===== config.mk =====
export PLATFORM = sky130hd
export DESIGN_NAME = parking_sensor_gen
export DESIGN_NICKNAME = d
export VERILOG_FILES = /design/src/rtl/parking_sensor_gen.sv
export SDC_FILE = /design/constraint.sdc
export NUM_CORES = 1
export LEC_CHECK = 0
export CAP_MARGIN = 10
export CORE_MARGIN = 2
export CORE_UTILIZATION = 35
export DETAILED_ROUTE_END_ITERATION = 10
export HOLD_SLACK_MARGIN = 0.15
export PLACE_DENSITY = 0.65
export SLEW_MARGIN = 5
export SYNTH_ARGS = -nofsm -noshare
export SYNTH_HDL_FRONTEND = slang
export SYNTH_SLANG_ARGS = --single-unit

===== constraint.sdc =====
create_clock -name clk -period 2.9 [get_ports clk]
set_clock_uncertainty 0.1 [all_clocks]
set_input_delay 0.435 -clock clk [delete_from_list [all_inputs] [get_ports clk]]
set_output_delay 0.435 -clock clk [all_outputs]
set_load 0.005 [all_outputs]

===== src/rtl/parking_sensor_gen.sv =====
// parking_sensor_gen: drives the {a, b} gate sensor bus through entry/exit
// frames with programmable dwell per phase, an inter-frame gap and a repeat count.
module parking_sensor_gen #(
    parameter int unsigned DWELL = 4,
    parameter int unsigned GAP   = 3
) (
    input  logic       clk,
    input  logic       reset,
    input  logic       start,
    input  logic       dir,
    input  logic [3:0] reps,
    input  logic       abort,
    output logic [1:0] sensor,
    output logic       busy,
    output logic       done
);

    localparam int unsigned MAX_CNT = (DWELL > GAP) ? DWELL : GAP;
    localparam int unsigned CNT_W   = $clog2(MAX_CNT) + 1;
    localparam logic [CNT_W-1:0] DWELL_LAST = CNT_W'(DWELL - 1);
    localparam logic [CNT_W-1:0] GAP_LAST   = CNT_W'(GAP - 1);

    typedef enum logic [1:0] {
        IDLE  = 2'd0,
        PHASE = 2'd1,
        GAP_S = 2'd2,
        DONE  = 2'd3
    } state_t;

    state_t           state, state_nxt;
    logic [CNT_W-1:0] cnt, cnt_nxt;
    logic [1:0]       idx, idx_nxt;
    logic [3:0]       frames, frames_nxt;
    logic             dir_q, dir_nxt;
    logic [1:0]       sensor_nxt;
    logic             busy_nxt;
    logic             done_nxt;
    logic             last_phase;

    // Sensor pattern for a given direction and phase index.
    function automatic logic [1:0] phase_value(input logic d, input logic [1:0] i);
        logic [1:0] v;
        v = 2'b00;
        if (d) begin
            case (i)
                2'd0:    v = 2'b10;
                2'd1:    v = 2'b11;
                2'd2:    v = 2'b01;
                default: v = 2'b00;
            endcase
        end else begin
            v = 2'b01;
        end
        return v;
    endfunction

    // State and counter registers; outputs registered from next-state values.
    always_ff @(posedge clk) begin
        if (!reset) begin
            state  <= IDLE;
            cnt    <= '0;
            idx    <= '0;
            frames <= '0;
            dir_q  <= 1'b0;
            sensor <= 2'b00;
            busy   <= 1'b0;
            done   <= 1'b0;
        end else begin
            state  <= state_nxt;
            cnt    <= cnt_nxt;
            idx    <= idx_nxt;
            frames <= frames_nxt;
            dir_q  <= dir_nxt;
            sensor <= sensor_nxt;
            busy   <= busy_nxt;
            done   <= done_nxt;
        end
    end

    // Next-state, counter and output decode.
    always_comb begin
        state_nxt  = state;
        cnt_nxt    = cnt;
        idx_nxt    = idx;
        frames_nxt = frames;
        dir_nxt    = dir_q;
        sensor_nxt = 2'b00;
        busy_nxt   = 1'b1;
        done_nxt   = 1'b0;
        last_phase = dir_q ? (idx == 2'd2) : 1'b1;

        case (state)
            IDLE: begin
                if (start) begin
                    dir_nxt    = dir;
                    frames_nxt = (reps == 4'd0) ? 4'd1 : reps;
                    idx_nxt    = 2'd0;
                    cnt_nxt    = '0;
                    state_nxt  = PHASE;
                end
            end
            PHASE: begin
                if (abort) begin
                    state_nxt  = GAP_S;
                    cnt_nxt    = '0;
                    frames_nxt = 4'd0;
                end else if (cnt == DWELL_LAST) begin
                    cnt_nxt = '0;
                    if (last_phase) begin
                        state_nxt = GAP_S;
                    end else begin
                        idx_nxt = idx + 2'd1;
                    end
                end else begin
                    cnt_nxt = cnt + CNT_W'(1);
                end
            end
            GAP_S: begin
                if (abort) begin
                    cnt_nxt    = '0;
                    frames_nxt = 4'd0;
                end else if (cnt == GAP_LAST) begin
                    cnt_nxt = '0;
                    if (frames > 4'd1) begin
                        frames_nxt = frames - 4'd1;
                        idx_nxt    = 2'd0;
                        state_nxt  = PHASE;
                    end else if (frames == 4'd0) begin
                        // Aborted burst: back to idle without a done pulse.
                        state_nxt = IDLE;
                    end else begin
                        state_nxt = DONE;
                    end
                end else begin
                    cnt_nxt = cnt + CNT_W'(1);
                end
            end
            DONE: begin
                state_nxt = IDLE;
            end
            default: begin
                state_nxt = IDLE;
            end
        endcase

        case (state_nxt)
            IDLE:    busy_nxt   = 1'b0;
            PHASE:   sensor_nxt = phase_value(dir_nxt, idx_nxt);
            DONE:    done_nxt   = 1'b1;
            default: sensor_nxt = 2'b00;
        endcase
    end

endmodule


==> results of run 1 <==
[sequential cells by signal (all words and copies together), names as in the netlist]
| register | count |
|---|---|
| done | 1 |
| dir_q | 1 |
| sensor | 2 |
| busy | 1 |
| idx | 2 |
| frames | 4 |
| cnt | 3 |
| state | 2 |
[per-layer routing]
metal / vias to the layer above / part of all wire [%] / global-route usage (%)
li1: 528 / - / -
met1: 496 / 45 / 18.4
met2: 19 / 51 / 25.9
met3: 2 / 3.5 / 3.24
met4: 0 / 0.37 / 1.94
met5: - / 0 / 0
[through the flow]
step                power [W]  area [um^2]  util [%]  worst slack [ps]  std cells
finish               0.000529         1390      42.1               357        199
global route         0.000555         1390      42.1               141        199
CTS                  0.000528         1390      42.1               376        199
detailed placement   0.000379         1360      41.0               246        195
global placement     0.000373         1360      41.0               290        195
floorplan            0.000335         1190         -               680        140
[worst max-delay path: stages, from the launching register on]
cell and delay (ps):
dfxtp_1 420, inv_1 110, ha_1 290, nor2b_1 190
nor2_1 220, o211ai_1 240, a22o_1 290, ha_1 260
nor2b_1 140, nor4b_2 200
[worst paths after layout]
| path | startpoint | endpoint | slack (ps) | depth (start not counted) |
|---|---|---|---|---|
| worst min register to register | frames[1]$_SDFFE_PN0P_ | frames[1]$_SDFFE_PN0P_ | 400 | 2 |
| worst max-delay path | state[0]$_SDFF_PN0_ | sensor[0]$_SDFF_PN0_ | 360 | 9 |
| worst min-delay path | frames[1]$_SDFFE_PN0P_ | frames[1]$_SDFFE_PN0P_ | 400 | 2 |
| worst max register to register | state[0]$_SDFF_PN0_ | sensor[0]$_SDFF_PN0_ | 360 | 9 |
[power by group]
part           switching [W]  leakage (nW)  total (W)  internal [W]
sequential         0.0000107         0.131   0.000243      0.000232
combinational      0.0000700         0.363   0.000131     0.0000611
clock              0.0000777        0.0210   0.000154     0.0000765
[cells by family (layout without fill, tap and decap cells)]
logic type	Yosys count	in the layout
and+or+nand+nor	48	48
buffers and inverters	20	33
adders and majority gates	15	15
xor gates and xnor gates	1	1
DFF	16	16
muxes	3	3
AOI/OAI and AO/OA	37	37
[placed cells by master (no fill, tap or decap), types with 2 or more instances in the layout]
cell type,count
a21boi_0,4
a21oi_1,3
and2_1,2
clkbuf_4,3
clkdlybuf4s50_1,12
dfxtp_1,16
ha_1,15
inv_1,16
mux2i_1,3
nand2_1,7
nand2b_1,3
nand3_1,2
nand3b_1,2
nand4_1,2
nor2_1,9
nor2b_1,6
nor3_1,2
nor3b_1,4
o21ai_0,8
o221a_2,4
o22ai_1,4
o32ai_1,2
[final cells by class]
| type | count | share of cell area [%] |
|---|---|---|
| multi-input combinational | 104 | 56.8 |
| sequential | 16 | 23.0 |
| timing repair buffer | 13 | 9.16 |
| inverter | 16 | 4.31 |
| tap | 46 | 4.13 |
| clock buffer | 4 | 2.60 |
==> key figures, run 1 <==
Hold path
  • Hold WC Path Type: reg -> reg

Synthesis
  • Synth Area in Simple Gates: 23.7%
  • Post-synth top cells: dfxtp_1 (16), inv_1 (16), ha_1 (15), nor2_1 (9), o21ai_0 (8)
  • FFs w/ async S/R, synth: 0%
  • Synth Cell Area: 0.00119 mm^2
  • Main combinational cell family by area after synthesis: simple AND/OR/NAND/NOR gates
  • Dominant cell type by area after synthesis: dfxtp_1
  • Synth Net Count: 164
  • Yosys warns: 0
  • Top post-synthesis cells by area: dfxtp_1 (27%), ha_1 (16%), inv_1 (5.0%)
  • Multiplexer share of the synthesized area: 2.51%
  • Yosys top cell area share: 26.8%
  • Post-synthesis sequential area ratio: 26.8%
  • Synth cell types: 44
  • Number of flops mapped to enable cells by yosys: 0
  • Synth Area in Adders: 15.7%
  • Top_reg_cell synth: dfxtp_1
  • Cell count after synthesis: 140
  • Seq cells post-synth: 16
  • Synth Area in XOR/XNOR: 0.733%
  • Avg Inst Size Synth: 8.53 um^2
  • Post-synthesis compound-gate area fraction: 23.7%

Die
  • Die span in y: 62.4 um
  • Site Rows: 21
  • Core Box Area: 0.00331 mm^2
  • Die width: 62.4 um
  • Die ar.: 0.00390 mm^2
  • Initial Util: 36.1%
  • IO Pins: 13

Place
  • Placer Congestion: 0.843
  • DP HPWL: 2070 um
  • I/O Buffers: 12

Worst setup path
  • Critical path endpoint category: flop
  • Critical path class: reg -> reg
  • Data required, critical path: 3010 ps
  • Max Fanout on Critical Path: 6
  • Critical path startpoint category: flop
  • Critical Path AT: 2650 ps

Global route
  • Antenna violations before repair: 0
  • Largest net degree at the start of global routing: 21
  • Total Routing Usage GR: 14.6%
  • Total congestion overflow: 0
  • First-pass GRT wire length: 4770 um
  • Vias in the first global route: 1,044

Detailed routing
  • Routed WL: 2690 um
  • Routed len/inst: 13.5 um
  • Antenna viol nets, final: 0
  • Iteration-0 DRC Markers: 21
  • DR DRC count: 0
  • Total number of vias: 1,045
  • Initial DRT Pass Iterations: 4
  • Vias/cell: 5.25

Layout
  • Ant diodes: 0
  • Sequential cell area: 320 um^2
  • Fillers: 361
  • Final nets: 178
  • Share of layout cells above drive strength 1: 9.80%
  • Area of the multi-input gates: 792 um^2
  • Area Growth Syn to Fin: 16.6%

Clock network
  • Clk slew on worst S/H paths: 100 ps
  • H-tree lvl count: 1
  • Hold-fix buffers at CTS: 0
  • Buffer depth of the longest clock path: 2
  • Postcts setup bufs: 0
  • Post-CTS Resized: 0
  • Clk_lat worst skew: 290 ps
  • Clock Tree Root: clkbuf_4
  • CTS tree: built
  • CTS Buf Count: 3
  • CTS sink cnt: 16

Timing
  • Max-Slew Margin vs Limit: 57.6%
  • F_max: 393 MHz
  • Hold slack: 398 ps
  • Period utilisation layout: 87.7%
  • Period minus WS final: 2540 ps
  • RSZ-0062 raised after global routing: no
  • Slew @ Worst Pin: 630 ps
  • TNS Setup: 0 ps
  • Hold Vio Cnt, Final: 0
  • Fin. max-slew vios: 0
  • Final setup viols: 0

Run
  • Max cap viols: 0

Power
  • Pleak: 0.514 nW
  • VDD IR max: 301 uV
  • P per Cell Area: 379 mW/mm^2

Status
  • Status: finished, final reports clean
Power figures use the tool's default switching activity.
==> inputs of run 2 (changes only) <==
--- a/config.mk
+++ b/config.mk
@@ -10,7 +10,7 @@
 export CORE_UTILIZATION = 35
 export DETAILED_ROUTE_END_ITERATION = 10
 export HOLD_SLACK_MARGIN = 0.15
-export PLACE_DENSITY = 0.65
+export PLACE_DENSITY = 0.67
 export SLEW_MARGIN = 5
 export SYNTH_ARGS = -nofsm -noshare
 export SYNTH_HDL_FRONTEND = slang
==> constraint.sdc (replaced) <==
create_clock -name clk -period 2.2 [get_ports clk]
set_clock_uncertainty 0.1 [all_clocks]
set_input_delay 0.33 -clock clk [delete_from_list [all_inputs] [get_ports clk]]
set_output_delay 0.33 -clock clk [all_outputs]
set_load 0.005 [all_outputs]
==> run 2 against run 1 <==
  * The run now ends with negative setup slack left
  * Combinational power up 66%
  * Clock-buffer cell count unchanged
  * Clock power up 32%
  * Largest cell class unchanged
  * Sequential cell count unchanged
  * First-iteration DRC count up 43%
==> key figures, run 2 (synthesized netlist as in run 1, its figures left out) <==
Layout
  • Fillers: 338 (-6.4%)
  • Ant diodes: 0 (unchanged)
  • Commonest non-fill, non-tap cells in the layout: buf_4 (25), inv_1 (15), clkdlybuf4s50_1 (12), dfxtp_1 (11), ha_1 (10)
  • Post-route cell area: 0.00164 mm^2 (+18%)
  • Final nets: 202 (+13%)
  • Area Growth Syn to Fin: 37.6%
  • Biggest registers after layout: frames x4, cnt x3
  • Area of the multi-input gates: 853 um^2 (+7.7%)
  • Most common cell after layout, fill and taps aside: buf_4
  • Top reg by flops: frames
  • Share of layout cells above drive strength 1: 31.6% (+22 points)
  • Max reg flops: 4 (unchanged)
  • Sequential cell area: 329 um^2 (+2.7%)

Die
  • Site Rows: 21 (unchanged)
  • Initial Util: 36.1% (unchanged)
  • Die span in y: 62.4 um (unchanged)
  • IO Pins: 13 (unchanged)
  • Die width: 62.4 um (unchanged)
  • Core Box Area: 0.00331 mm^2 (unchanged)
  • Die ar.: 0.00390 mm^2 (unchanged)

Global route
  • Vias in the first global route: 1,159 (+11%)
  • Largest net degree at the start of global routing: 21 (unchanged)
  • Total congestion overflow: 0 (unchanged)
  • First-pass GRT wire length: 5180 um (+8.6%)
  • Antenna violations before repair: 0 (unchanged)
  • Total Routing Usage GR: 16.2% (+1.6 points)

Detailed routing
  • Total number of vias: 1,162 (+11%)
  • Routed WL: 2880 um (+7.3%)
  • Initial DRT Pass Iterations: 4 (unchanged)
  • Vias/cell: 5.21 (-0.77%)
  • Antenna viol nets, final: 0 (unchanged)
  • Iteration-0 DRC Markers: 30 (+43%)
  • Routed len/inst: 12.9 um (-4.3%)
  • DR DRC count: 0 (unchanged)

Clock network
  • CTS Buf Count: 3 (unchanged)
  • Hold-fix buffers at CTS: 0 (unchanged)
  • CTS sink cnt: 16 (unchanged)
  • Clk slew on worst S/H paths: 100 ps (about the same)
  • Clk_lat worst skew: 290 ps (about the same)
  • Clock Tree Root: clkbuf_4
  • CTS tree: built
  • Buffer depth of the longest clock path: 2 (unchanged)
  • H-tree lvl count: 1 (unchanged)

Timing
  • Final setup viols: 2 (+2)
  • Worst setup margin: -72.8 ps (-430 ps)
  • F_max: 440 MHz (+12%)
  • Fin. max-slew vios: 0 (unchanged)
  • Period minus WS final: 2270 ps (-270 ps)
  • Slew @ Worst Pin: 605 ps (-25.0 ps)
  • Hold Vio Cnt, Final: 0 (unchanged)
  • RSZ-0062 raised after global routing: yes
  • Period utilisation layout: 103% (+16 points)
  • Max-Slew Margin vs Limit: 59.2% (+1.7 points)

Status
  • Violated checks: negative setup slack
  • Status: complete, but fails checks

Power
  • Power, Total: 0.000741 W (+40%)
  • P per Cell Area: 451 mW/mm^2 (+19%)
  • Switching share of power: 29.6% (-0.37 points)
  • NetSw: 0.000219 W (+39%)
  • Clock power frac: 27.5% (-1.7 points)
  • Comb pwr share: 29.4% (+4.6 points)
  • Pleak: 0.642 nW (+25%)
  • VDD IR max: 396 uV (+31%)
  • P_int: 0.000522 W (+41%)
  • Sequential Power Share: 43.1% (-2.9 points)

Worst setup path
  • Critical Path AT: 2390 ps (-260 ps)
  • Critical path endpoint category: flop
  • Data required, critical path: 2320 ps (-690 ps)
  • Critical path startpoint category: flop
  • Critical path class: reg -> reg
  • Max Fanout on Critical Path: 4 (-2)

Place
  • Dpl cell area: 0.00153 mm^2 (+13%)
  • I/O Buffers: 12 (unchanged)
  • DP HPWL: 2200 um (+6.5%)
  • Placer Congestion: 0.848 (+0.58%)
  • Pre-CTS setup slack: -329 ps (-575 ps)

Run
  • Max cap viols: 0 (unchanged)

Hold path
  • Hold WC Path Type: reg -> reg
-- run 2: changes by cell type in the layout (fill, tap and decap cells not counted), moves of 2 or more --
cell | before | now
buf_4 | 1 | 25
dfxtp_1 | 16 | 11
ha_1 | 15 | 10
dfxtp_2 | 0 | 4
ha_2 | 0 | 3
ha_4 | 0 | 2
-- run 2: final timing paths --
check	endpoint	slack, ps	startpoint	cells past startpoint
max	sensor[0]$_SDFF_PN0_	-70	cnt[0]$_SDFFE_PN0P_	9
min	cnt[1]$_SDFFE_PN0P_	450	cnt[1]$_SDFFE_PN0P_	2
max reg2reg	sensor[0]$_SDFF_PN0_	-70	cnt[0]$_SDFFE_PN0P_	9
min reg2reg	cnt[1]$_SDFFE_PN0P_	450	cnt[1]$_SDFFE_PN0P_	2
-- run 2: repair_timing --
item / 4_1_cts / 5_1_grt
pin swaps: 6 / 3
buffers inserted: 1 / 0
resized for setup: 15 / 5
endpoints found under the setup margin: 2 / 4
-- run 2: worst max-delay path, cell delays in order, from the launching register on --
cell and delay, ps:
dfxtp_2 350, inv_2 70, ha_4 130, or3b_4 390, a21oi_2 110, o211ai_1 170, a22o_1 280, ha_1 260
nor2b_1 140, nor4b_2 200
-- run 2: routing by layer --
layer  share of wire [%]  GRT usage [%]  vias to the layer above
li1                    -              -                      586
met1                  45           19.3                      557
met2                  52           30.1                       15
met3                 2.9           3.24                        4
met4                0.80           2.78                        0
met5                   0              0                        -
-- run 2: power groups by stage --
stage	Combinational, W	Sequential, W	Clock, W
3_3_place_gp	0.000203	0.000325	0
3_5_place_dp	0.000209	0.000326	0
6_report	0.000218	0.000320	0.000204
4_1_cts	0.000214	0.000319	0.000208
5_1_grt	0.000243	0.000322	0.000221
2_1_floorplan	0.000118	0.000324	0
-- run 2: cell type report --
class	count	share of cell area (%)
repair buffers	37	18.7
well taps	46	3.50
multi-input cells	104	51.9
clock buffers	4	2.21
inverters	16	3.65
flip-flops and latches	16	20.0
-- run 2: per-stage QoR --
stage	std cells	utilization, %	hold WS (ps)	setup TNS [ps]
3_3_place_gp	218	46.3	417	-431
3_5_place_dp	218	46.3	438	-611
5_1_grt	223	49.7	497	-360
4_1_cts	223	49.1	454	-81.6
2_1_floorplan	140	-	351	0
6_report	223	49.7	451	-101
==> inputs of run 3 (changes only) <==
--- a/config.mk
+++ b/config.mk
@@ -15,3 +15,4 @@
 export SYNTH_ARGS = -nofsm -noshare
 export SYNTH_HDL_FRONTEND = slang
 export SYNTH_SLANG_ARGS = --single-unit
+export TNS_END_PERCENT = 20
==> run 3 against run 2 <==
  * The flow still finishes with violations (negative setup slack)
  * Core utilization is the same
  * Clock-buffer cell count unchanged
  * Non-clock buffer count stayed put
  * Design area did not move
  * Hold slack is the same
  * Sequential power hardly changed
  * Via count unchanged
  * Sequential cell count unchanged
  * First-iteration DRC count is the same
  * Clock power about the same
  * Worst setup slack unchanged
  * Power unchanged
  * Largest cell class unchanged
  * Highest routed layer unchanged
==> key figures, run 3 (synthesized netlist as in run 1, its figures left out) <==
Timing
  • Final setup viols: 2 (unchanged)
  • Max-Slew Margin vs Limit: 59.2% (unchanged)
  • Period minus WS final: 2270 ps (unchanged)
  • Hold Vio Cnt, Final: 0 (unchanged)
  • Period utilisation layout: 103% (unchanged)
  • Slew @ Worst Pin: 605 ps (unchanged)
  • Worst setup margin: -72.8 ps (unchanged)
  • Fin. max-slew vios: 0 (unchanged)
  • RSZ-0062 raised after global routing: yes
  • F_max: 440 MHz (unchanged)
  • Hold slack: 451 ps (unchanged)

Clock network
  • CTS Buf Count: 3 (unchanged)
  • CTS tree: built
  • Buffer depth of the longest clock path: 2 (unchanged)
  • H-tree lvl count: 1 (unchanged)
  • Clock Tree Root: clkbuf_4
  • Clk slew on worst S/H paths: 100 ps (about the same)
  • CTS sink cnt: 16 (unchanged)
  • Hold-fix buffers at CTS: 0 (unchanged)
  • Clk_lat worst skew: 290 ps (about the same)

Layout
  • Share of layout cells above drive strength 1: 31.6% (unchanged)
  • Area Growth Syn to Fin: 37.6% (unchanged)
  • Ant diodes: 0 (unchanged)
  • Commonest non-fill, non-tap cells in the layout: buf_4 (25), inv_1 (15), clkdlybuf4s50_1 (12), dfxtp_1 (11), ha_1 (10)
  • Post-route cell area: 0.00164 mm^2 (unchanged)
  • Final nets: 202 (unchanged)
  • Fillers: 338 (unchanged)
  • Max reg flops: 4 (unchanged)
  • Top reg by flops: frames
  • Most common cell after layout, fill and taps aside: buf_4
  • Biggest registers after layout: frames x4, cnt x3

Detailed routing
  • Antenna viol nets, final: 0 (unchanged)
  • Initial DRT Pass Iterations: 4 (unchanged)
  • Iteration-0 DRC Markers: 30 (unchanged)
  • Vias/cell: 5.21 (unchanged)
  • Total number of vias: 1,162 (unchanged)
  • DR DRC count: 0 (unchanged)
  • Routed WL: 2880 um (unchanged)
  • Routed len/inst: 12.9 um (unchanged)

Worst setup path
  • Max Fanout on Critical Path: 4 (unchanged)
  • End of the worst register-to-register path: sensor[0]$_SDFF_PN0_
  • Critical Path AT: 2390 ps (about the same)
  • Worst Reg-to-Reg Cells: 9 (unchanged)
  • Data required, critical path: 2320 ps (about the same)
  • Critical path startpoint category: flop
  • R2R Path Start: cnt[0]$_SDFFE_PN0P_
  • Critical path endpoint category: flop
  • Reg2reg setup slack: -70 ps (about the same)
  • Critical path class: reg -> reg

Die
  • Initial Util: 36.1% (unchanged)
  • Die span in y: 62.4 um (unchanged)
  • Die width: 62.4 um (unchanged)
  • Die ar.: 0.00390 mm^2 (unchanged)
  • Core Box Area: 0.00331 mm^2 (unchanged)
  • IO Pins: 13 (unchanged)
  • Site Rows: 21 (unchanged)

Power
  • VDD IR max: 396 uV (unchanged)
  • P per Cell Area: 451 mW/mm^2 (unchanged)
  • Switching share of power: 29.6% (unchanged)
  • Clock power frac: 27.5% (about the same)
  • NetSw: 0.000219 W (unchanged)
  • Comb pwr share: 29.4% (about the same)
  • P_int: 0.000522 W (unchanged)
  • Pleak: 0.642 nW (unchanged)
  • Power, Total: 0.000741 W (unchanged)
  • Sequential Power Share: 43.1% (about the same)

Global route
  • Total Routing Usage GR: 16.2% (unchanged)
  • Total congestion overflow: 0 (unchanged)
  • Vias in the first global route: 1,159 (unchanged)
  • First-pass GRT wire length: 5180 um (unchanged)
  • Largest net degree at the start of global routing: 21 (unchanged)
  • Antenna violations before repair: 0 (unchanged)

Place
  • DP HPWL: 2200 um (unchanged)
  • Dpl cell area: 0.00153 mm^2 (unchanged)
  • Placer Congestion: 0.848 (unchanged)
  • I/O Buffers: 12 (unchanged)
  • Pre-CTS setup slack: -329 ps (unchanged)

Hold path
  • Hold depth: 2 (unchanged)
  • Hold EP: cnt[1]$_SDFFE_PN0P_
  • Hold WC Path Type: reg -> reg
  • Worst Min Path Start: cnt[1]$_SDFFE_PN0P_

Status
  • Violated checks: negative setup slack
  • Status: complete, but fails checks

Run
  • Max cap viols: 0 (unchanged)
-- run 3: cell counts in the layout (fill, tap and decap cells not counted) --
Identical to the previous run, type by type.
-- run 3: how the worst max path moves through the flow --
stage | cells after the start | slack, ps | from | end
CTS | 9 | -60 | cnt[0]$_SDFFE_PN0P_ | sensor[0]$_SDFF_PN0_
finish | 9 | -70 | cnt[0]$_SDFFE_PN0P_ | sensor[0]$_SDFF_PN0_
detailed placement | 8 | -330 | abort | sensor[0]$_SDFF_PN0_
global placement | 8 | -230 | abort | sensor[0]$_SDFF_PN0_
floorplan | 9 | 20 | cnt[0]$_SDFFE_PN0P_ | sensor[0]$_SDFF_PN0_
global route | 9 | -200 | cnt[1]$_SDFFE_PN0P_ | sensor[0]$_SDFF_PN0_
-- run 3: cell type report --
| type | count | area [um^2] | area share (%) |
|---|---|---|---|
| repair buffers | 37 | 308 | 18.7 |
| clock buffers | 4 | 36.3 | 2.21 |
| well taps | 46 | 57.6 | 3.50 |
| inverters | 16 | 60.1 | 3.65 |
| flip-flops and latches | 16 | 329 | 20.0 |
| multi-input cells | 104 | 853 | 51.9 |
-- run 3: through the flow --
stage	cells	setup TNS, ps	util (%)
5_1_grt	223	-360	49.7
3_5_place_dp	218	-611	46.3
2_1_floorplan	140	0	-
6_report	223	-101	49.7
4_1_cts	223	-81.6	49.1
3_3_place_gp	218	-431	46.3
-- run 3: metal layers --
metal / global-route usage, % / up-vias / part of all wire (%)
met5: 0 / - / 0
met4: 2.78 / 0 / 0.80
met3: 3.24 / 4 / 2.9
met2: 30.1 / 15 / 52
met1: 19.3 / 557 / 45
li1: - / 586 / -
-- run 3: what timing repair did --
action                     in CTS  in global routing
buffers inserted                1                  0
pin swaps                       6                  3
setup endpoints to repair       2                  4
gates resized for setup        15                  5
-- run 3: power groups by stage --
| stage | registers, W | clock network [W] | logic [W] |
|---|---|---|---|
| detailed placement | 0.000326 | 0 | 0.000209 |
| global placement | 0.000325 | 0 | 0.000203 |
| floorplan | 0.000324 | 0 | 0.000118 |
| global route | 0.000322 | 0.000221 | 0.000243 |
| CTS | 0.000319 | 0.000208 | 0.000214 |
| finish | 0.000320 | 0.000204 | 0.000218 |
-- run 3: critical path, stage by stage, from the launching register on --
cell,delay (ps)
dfxtp_2,350
inv_2,70
ha_4,130
or3b_4,390
a21oi_2,110
o211ai_1,170
a22o_1,280
ha_1,260
nor2b_1,140
nor4b_2,200
